===== config.mk =====
export PLATFORM = sky130hd
export DESIGN_NAME = controle_barramento_flat
export DESIGN_NICKNAME = d
export VERILOG_FILES = /design/src/rtl/controle_barramento_if.sv /design/src/rtl/controle_barramento.sv /design/src/flat_wrapper.sv
export SDC_FILE = /design/constraint.sdc
export NUM_CORES = 1
export LEC_CHECK = 0
export CAP_MARGIN = 40
export CORE_AREA = 10 10 114 85
export DETAILED_ROUTE_END_ITERATION = 10
export DIE_AREA = 0 0 124 95
export HOLD_SLACK_MARGIN = 0.02
export PLACE_DENSITY = 0.59
export SLEW_MARGIN = 30
export SYNTH_ARGS = -nofsm -noshare
export SYNTH_HDL_FRONTEND = slang
export SYNTH_SLANG_ARGS = --single-unit
export TNS_END_PERCENT = 50

===== constraint.sdc =====
create_clock -name clk -period 2.9 [get_ports clk]
set_input_delay 0.435 -clock clk [delete_from_list [all_inputs] [get_ports clk]]
set_output_delay 0.435 -clock clk [all_outputs]
set_load 0.01 [all_outputs]

===== src/rtl/controle_barramento_if.sv =====
// Request handshake and per-port bus control lines of the bus sequencer.
// Ports: req_valid/req_ready/req_src/req_dst in, ctrl_0..ctrl_5 {escrever, ler} out.
interface controle_barramento_if;
  logic       req_valid;
  logic       req_ready;
  logic [2:0] req_src;
  logic [2:0] req_dst;
  logic [1:0] ctrl_0;
  logic [1:0] ctrl_1;
  logic [1:0] ctrl_2;
  logic [1:0] ctrl_3;
  logic [1:0] ctrl_4;
  logic [1:0] ctrl_5;

  modport slave (
    input  req_valid,
    input  req_src,
    input  req_dst,
    output req_ready,
    output ctrl_0,
    output ctrl_1,
    output ctrl_2,
    output ctrl_3,
    output ctrl_4,
    output ctrl_5
  );

  modport master (
    output req_valid,
    output req_src,
    output req_dst,
    input  req_ready,
    input  ctrl_0,
    input  ctrl_1,
    input  ctrl_2,
    input  ctrl_3,
    input  ctrl_4,
    input  ctrl_5
  );
endinterface


===== src/rtl/controle_barramento.sv =====
// Transfer sequencer for the 6-port shared bus: queues src->dst requests and
// times each one around the bus pipeline (ESCREVE, ESPERA, LE).
// Ports: clk, rst_n, bus (slave), ocupado, feito, erro, nivel_fila.
module controle_barramento #(
  parameter int PROFUNDIDADE_FILA = 4,
  parameter int LATENCIA_BUS      = 2
) (
  input  logic                               clk,
  input  logic                               rst_n,
  controle_barramento_if.slave               bus,
  output logic                               ocupado,
  output logic                               feito,
  output logic                               erro,
  output logic [$clog2(PROFUNDIDADE_FILA):0] nivel_fila
);

  localparam int AW = $clog2(PROFUNDIDADE_FILA);
  localparam int CW = $clog2(LATENCIA_BUS) + 1;
  localparam logic [CW-1:0] CNT_INI =
    CW'((LATENCIA_BUS >= 2) ? LATENCIA_BUS - 2 : 0);
  localparam logic [AW:0] CHEIO = (AW+1)'(PROFUNDIDADE_FILA);

  typedef struct packed {
    logic [2:0] src;
    logic [2:0] dst;
  } pedido_t;

  typedef enum logic [1:0] {
    OCIOSO,
    ESCREVE,
    ESPERA,
    LE
  } estado_t;

  pedido_t       fila [PROFUNDIDADE_FILA];
  logic [AW-1:0] wr_ptr;
  logic [AW-1:0] rd_ptr;
  logic [AW:0]   nivel;
  logic          cheia;
  logic          vazia;
  logic          aceita;
  logic          invalido;
  logic          push;
  logic          pop;

  estado_t       estado;
  estado_t       prox;
  logic [2:0]    src_r;
  logic [2:0]    dst_r;
  logic [CW-1:0] cnt;

  logic [5:0]    wr_oh;
  logic [5:0]    rd_oh;

  assign cheia = (nivel == CHEIO);
  assign vazia = (nivel == '0);

  // ready comes only from the registered level; held low during reset
  assign bus.req_ready = rst_n & ~cheia;
  assign aceita = bus.req_valid & bus.req_ready;

  assign invalido = (bus.req_src > 3'd5)
                  | (bus.req_dst > 3'd5)
                  | (bus.req_src == bus.req_dst);

  assign push = aceita & ~invalido;

  // a new transfer is loaded from OCIOSO or straight out of LE
  assign pop = ((estado == OCIOSO) | (estado == LE)) & ~vazia;

  // request FIFO
  always_ff @(posedge clk or negedge rst_n) begin
    if (!rst_n) begin
      wr_ptr <= '0;
      rd_ptr <= '0;
      nivel  <= '0;
      for (int i = 0; i < PROFUNDIDADE_FILA; i++) begin
        fila[i] <= '0;
      end
    end else begin
      if (push) begin
        fila[wr_ptr] <= {bus.req_src, bus.req_dst};
        wr_ptr       <= wr_ptr + 1'b1;
      end
      if (pop) begin
        rd_ptr <= rd_ptr + 1'b1;
      end
      if (push && !pop) begin
        nivel <= nivel + 1'b1;
      end else if (pop && !push) begin
        nivel <= nivel - 1'b1;
      end
    end
  end

  // rejected requests flag one cycle after the accept edge
  always_ff @(posedge clk or negedge rst_n) begin
    if (!rst_n) begin
      erro <= 1'b0;
    end else begin
      erro <= aceita & invalido;
    end
  end

  // state register
  always_ff @(posedge clk or negedge rst_n) begin
    if (!rst_n) begin
      estado <= OCIOSO;
    end else begin
      estado <= prox;
    end
  end

  // transfer registers and ESPERA down-counter
  always_ff @(posedge clk or negedge rst_n) begin
    if (!rst_n) begin
      src_r <= '0;
      dst_r <= '0;
      cnt   <= '0;
    end else begin
      if (pop) begin
        src_r <= fila[rd_ptr].src;
        dst_r <= fila[rd_ptr].dst;
      end
      if (estado == ESCREVE) begin
        cnt <= CNT_INI;
      end else if (estado == ESPERA && cnt != '0) begin
        cnt <= cnt - 1'b1;
      end
    end
  end

  // next state
  always_comb begin
    prox = estado;
    unique case (estado)
      OCIOSO: begin
        if (!vazia) prox = ESCREVE;
      end
      ESCREVE: begin
        prox = (LATENCIA_BUS == 1) ? LE : ESPERA;
      end
      ESPERA: begin
        if (cnt == '0) prox = LE;
      end
      LE: begin
        prox = vazia ? OCIOSO : ESCREVE;
      end
      default: prox = OCIOSO;
    endcase
  end

  // outputs decoded from registered state only
  always_comb begin
    wr_oh = '0;
    rd_oh = '0;
    feito = 1'b0;
    unique case (1'b1)
      (estado == ESCREVE): begin
        wr_oh = 6'd1 << src_r;
      end
      (estado == LE): begin
        rd_oh = 6'd1 << dst_r;
        feito = 1'b1;
      end
      default: begin
      end
    endcase
  end

  assign bus.ctrl_0 = {wr_oh[0], rd_oh[0]};
  assign bus.ctrl_1 = {wr_oh[1], rd_oh[1]};
  assign bus.ctrl_2 = {wr_oh[2], rd_oh[2]};
  assign bus.ctrl_3 = {wr_oh[3], rd_oh[3]};
  assign bus.ctrl_4 = {wr_oh[4], rd_oh[4]};
  assign bus.ctrl_5 = {wr_oh[5], rd_oh[5]};

  assign ocupado    = (estado != OCIOSO) | ~vazia;
  assign nivel_fila = nivel;

  a_wr_onehot: assert property (
    @(posedge clk) disable iff (!rst_n) $onehot0(wr_oh));

  a_rd_onehot: assert property (
    @(posedge clk) disable iff (!rst_n) $onehot0(rd_oh));

  a_no_both: assert property (
    @(posedge clk) disable iff (!rst_n) (wr_oh & rd_oh) == '0);

  a_nivel: assert property (
    @(posedge clk) disable iff (!rst_n) nivel <= CHEIO);

endmodule


===== src/flat_wrapper.sv =====
// flat-port wrapper written by rule: the top's interface ports become plain ports
module controle_barramento_flat 
#(
  parameter int PROFUNDIDADE_FILA = 4,
  parameter int LATENCIA_BUS      = 2
)
  (clk, rst_n, ocupado, feito, erro, nivel_fila, bus_req_valid, bus_req_src, bus_req_dst, bus_req_ready, bus_ctrl_0, bus_ctrl_1, bus_ctrl_2, bus_ctrl_3, bus_ctrl_4, bus_ctrl_5);
  controle_barramento_if bus_i ();
  input  logic clk;
  input  logic rst_n;
  output logic ocupado;
  output logic feito;
  output logic erro;
  output logic [$clog2(PROFUNDIDADE_FILA):0] nivel_fila;
  input wire logic [$bits(bus_i.req_valid)-1:0] bus_req_valid;
  input wire logic [$bits(bus_i.req_src)-1:0] bus_req_src;
  input wire logic [$bits(bus_i.req_dst)-1:0] bus_req_dst;
  output wire logic [$bits(bus_i.req_ready)-1:0] bus_req_ready;
  output wire logic [$bits(bus_i.ctrl_0)-1:0] bus_ctrl_0;
  output wire logic [$bits(bus_i.ctrl_1)-1:0] bus_ctrl_1;
  output wire logic [$bits(bus_i.ctrl_2)-1:0] bus_ctrl_2;
  output wire logic [$bits(bus_i.ctrl_3)-1:0] bus_ctrl_3;
  output wire logic [$bits(bus_i.ctrl_4)-1:0] bus_ctrl_4;
  output wire logic [$bits(bus_i.ctrl_5)-1:0] bus_ctrl_5;
  assign bus_i.req_valid = bus_req_valid;
  assign bus_i.req_src = bus_req_src;
  assign bus_i.req_dst = bus_req_dst;
  assign bus_req_ready = bus_i.req_ready;
  assign bus_ctrl_0 = bus_i.ctrl_0;
  assign bus_ctrl_1 = bus_i.ctrl_1;
  assign bus_ctrl_2 = bus_i.ctrl_2;
  assign bus_ctrl_3 = bus_i.ctrl_3;
  assign bus_ctrl_4 = bus_i.ctrl_4;
  assign bus_ctrl_5 = bus_i.ctrl_5;
  controle_barramento #(.PROFUNDIDADE_FILA(PROFUNDIDADE_FILA), .LATENCIA_BUS(LATENCIA_BUS)) u_core (.clk(clk), .rst_n(rst_n), .bus(bus_i), .ocupado(ocupado), .feito(feito), .erro(erro), .nivel_fila(nivel_fila));
endmodule

==> metrics.csv <==
metric,value,unit
outcome,"finished, final reports clean",
cp-end-kind,flop,
maxCapViolations,0,
avgSynthCellArea,13.5,sq um
cpPeakStageDelay,570,ps
startpoint_type,input pin,
path_clk_slew,80,ps
grt_pass1_vias,1374,
grt_setup_unrepaired,no,
fin_crit,2570,ps
die-area,11800,sq um
dp_slack,10.9,ps
nets,227,
drive_gt1_share,20.8,%
synth.most_common_cell,dfrtp_1,
fp.dieH,95,um
drc,0,
rr_startpoint,u_core.nivel_fila[2]$_DFFE_PN0P_,
clock_sinks,42,
overflow,0,
async_reset_ff_share,100,%
diodes,0,
via_per_inst,4.45,
r2r_end,u_core.nivel_fila[2]$_DFFE_PN0P_,
fin_ws,327,ps
place.gp.congestion,0.734,
switching_share,35.4,%
worstHoldPathType,in2async,
fin_tns_setup,0,ps
drt_iter0_markers,59,
arrival,2760,ps
tightest_slew,542,ps
netlist_area,2190,sq um
postCtsSetupRepairBufs,0,
slew_viol_final,0,
criticalPathCategory,in2reg,
power_frac_seq,41.6,%
post-route-period-util,88.7,%
grt_usage,8.04,%
yosysUniqueCellTypes,35,
cts_tree,built,
synth_ff_type,dfrtp_1,
synth-warning-count,0,
p_total,2.65,mW
max_slew_margin,63.6,%
pin_count,28,
area_growth,25.2,%
first_pass_iters,4,
reg2reg_depth,9,
synth_common_cells,"dfrtp_1 (42), mux2_1 (24), inv_1 (12)",
instances_no_fill,308,
cts-resized-gates,0,
p_comb_share,44.3,%
hold_violations,0,
final_cell_area,2750,sq um
core-area,7600,sq um
grt_max_degree,43,
grt_antenna_before_repair,0,
hpwl,3430,um
utilization,36.1,%
yosysTopAreaCell,dfrtp_1,
routed_wl,4490,um
ctsLongestPathBuffers,2,
cts.htree.levels,2,
fmax,0.389,GHz
clockPowerShare,14.0,%
start_util,28.9,%
routed-via-count,1370,
synth_edf_count,0,
fp.dieW,124,um
synth-seq-area-share,47.9,%
cts-hold-fix-buffers,0,
synth_fp_nets,184,
root_buffer,clkbuf_8,
synth-seq-cells,42,
regToRegSetupSlack,590,ps
leakage,1.16,nW
routedWlPerCell,14.6,um
synth.top_cell.area_share,47.9,%
pwr_density_cell,964,nW/um^2
portBuffers,27,
cp_max_fo,7,
dp_cells,300,
synthTopCellsByArea,"dfrtp_1 (48%), mux2_1 (12%), ha_1 (6.3%)",
grt_pass1_wl,7420,um
fillers,762,
postRouteAntennaNets,0,
worst_path_max_delay_cell,or4_4,
syn_inst,163,
clock_skew,11.2,ps
intPower,1.71,mW
placed_cell_area,2660,sq um
critical_path_required,3090,ps
setup_viol,0,
ir_drop,0.000263,V
whs,289,ps
rows,27,
p_sw,0.938,mW
cts_buffers,5,
clkLatencyLatePin,290,ps
critical_path.cell_chain,clkdlybuf4s50_1 -> or4_4 -> a21oi_4 -> nor3_2 -> ha_1 -> inv_1 -> fa_1 -> mux2_2,
power by group through the flow:
stage | sequential, mW | clock [mW] | combinational (mW)
after detailed placement | 1.12 | 0 | 1.18
final | 1.10 | 0.372 | 1.17
after global placement | 1.11 | 0 | 1.16
after global routing | 1.16 | 0.409 | 1.30
after CTS | 1.11 | 0.388 | 1.19
after floorplan | 1.02 | 0 | 0.861
metal layers:
layer	global-route usage, %	up-vias	routed length (um)	share of wire [%]
met1	11.5	670	2290	51
met5	0	-	0	0
li1	-	665	-	-
met3	2.56	4	304	6.8
met4	2.29	0	30	0.67
met2	11.3	31	1860	41
cell type report:
type                    count  area [sq um]  share of cell area [%]
inverters                  12          45.0                    1.64
well taps                 101           126                    4.60
multi-input cells         107          1090                    39.7
repair buffers             38           348                    12.7
clock buffers               6          72.6                    2.64
flip-flops and latches     42          1050                    38.3
clock inverters             2          13.8                   0.501
sequential cells by signal, indices dropped and copies added, names as in the netlist:
register and count:
u_core.rd_ptr 2, u_core.cnt 2, u_core.src_r 3, u_core.nivel_fila 3, u_core.erro 1, u_core.fila 24, u_core.dst_r 3, u_core.wr_ptr 2
u_core.estado 2
worst max-delay path by stage:
stage / start / end / depth (start not counted) / slack (ps)
finish: bus_req_src[1] / u_core.nivel_fila[1]$_DFFE_PN0P_ / 8 / 330
CTS: bus_req_src[1] / u_core.nivel_fila[1]$_DFFE_PN0P_ / 8 / 330
detailed placement: bus_req_src[1] / u_core.nivel_fila[1]$_DFFE_PN0P_ / 8 / 10
global placement: bus_req_src[1] / u_core.nivel_fila[1]$_DFFE_PN0P_ / 8 / 50
floorplan: bus_req_src[2] / u_core.nivel_fila[1]$_DFFE_PN0P_ / 7 / 430
global route: bus_req_dst[2] / u_core.nivel_fila[2]$_DFFE_PN0P_ / 11 / 160
critical path: cells and delay by family:
family	cells	cell delay, ps
buf+inv	2	600
compound gates	1	180
fa+ha+maj	2	610
mux	1	270
simple gates	2	660
cells by family after synthesis:
group                    count (synthesis)  share of synthesized area (%)
adder cells (fa/ha/maj)                 12                           7.18
AND/OR/NAND/NOR                         41                           13.7
flip-flops                              42                           47.9
AO/OA/AOI/OAI                            8                           2.91
XOR/XNOR                                 8                           3.19
buffers and inverters                   14                           2.39
multiplexers                            38                           22.7
cells in the final DEF (no fill, tap or decap), types with 2 or more instances in the layout:
cell type,n
nor3b_1,3
ha_1,11
nor4bb_1,2
xor2_1,4
mux2_2,7
clkdlybuf4s50_1,26
nor2b_1,2
nor4_4,4
dfrtp_1,42
mux2_1,24
o21ai_0,2
nand2_1,9
nor3_1,3
xnor2_1,4
mux4_2,6
inv_1,12
buf_4,11
clkbuf_8,5
nor2_1,9
(Power assumes the default switching activity.)
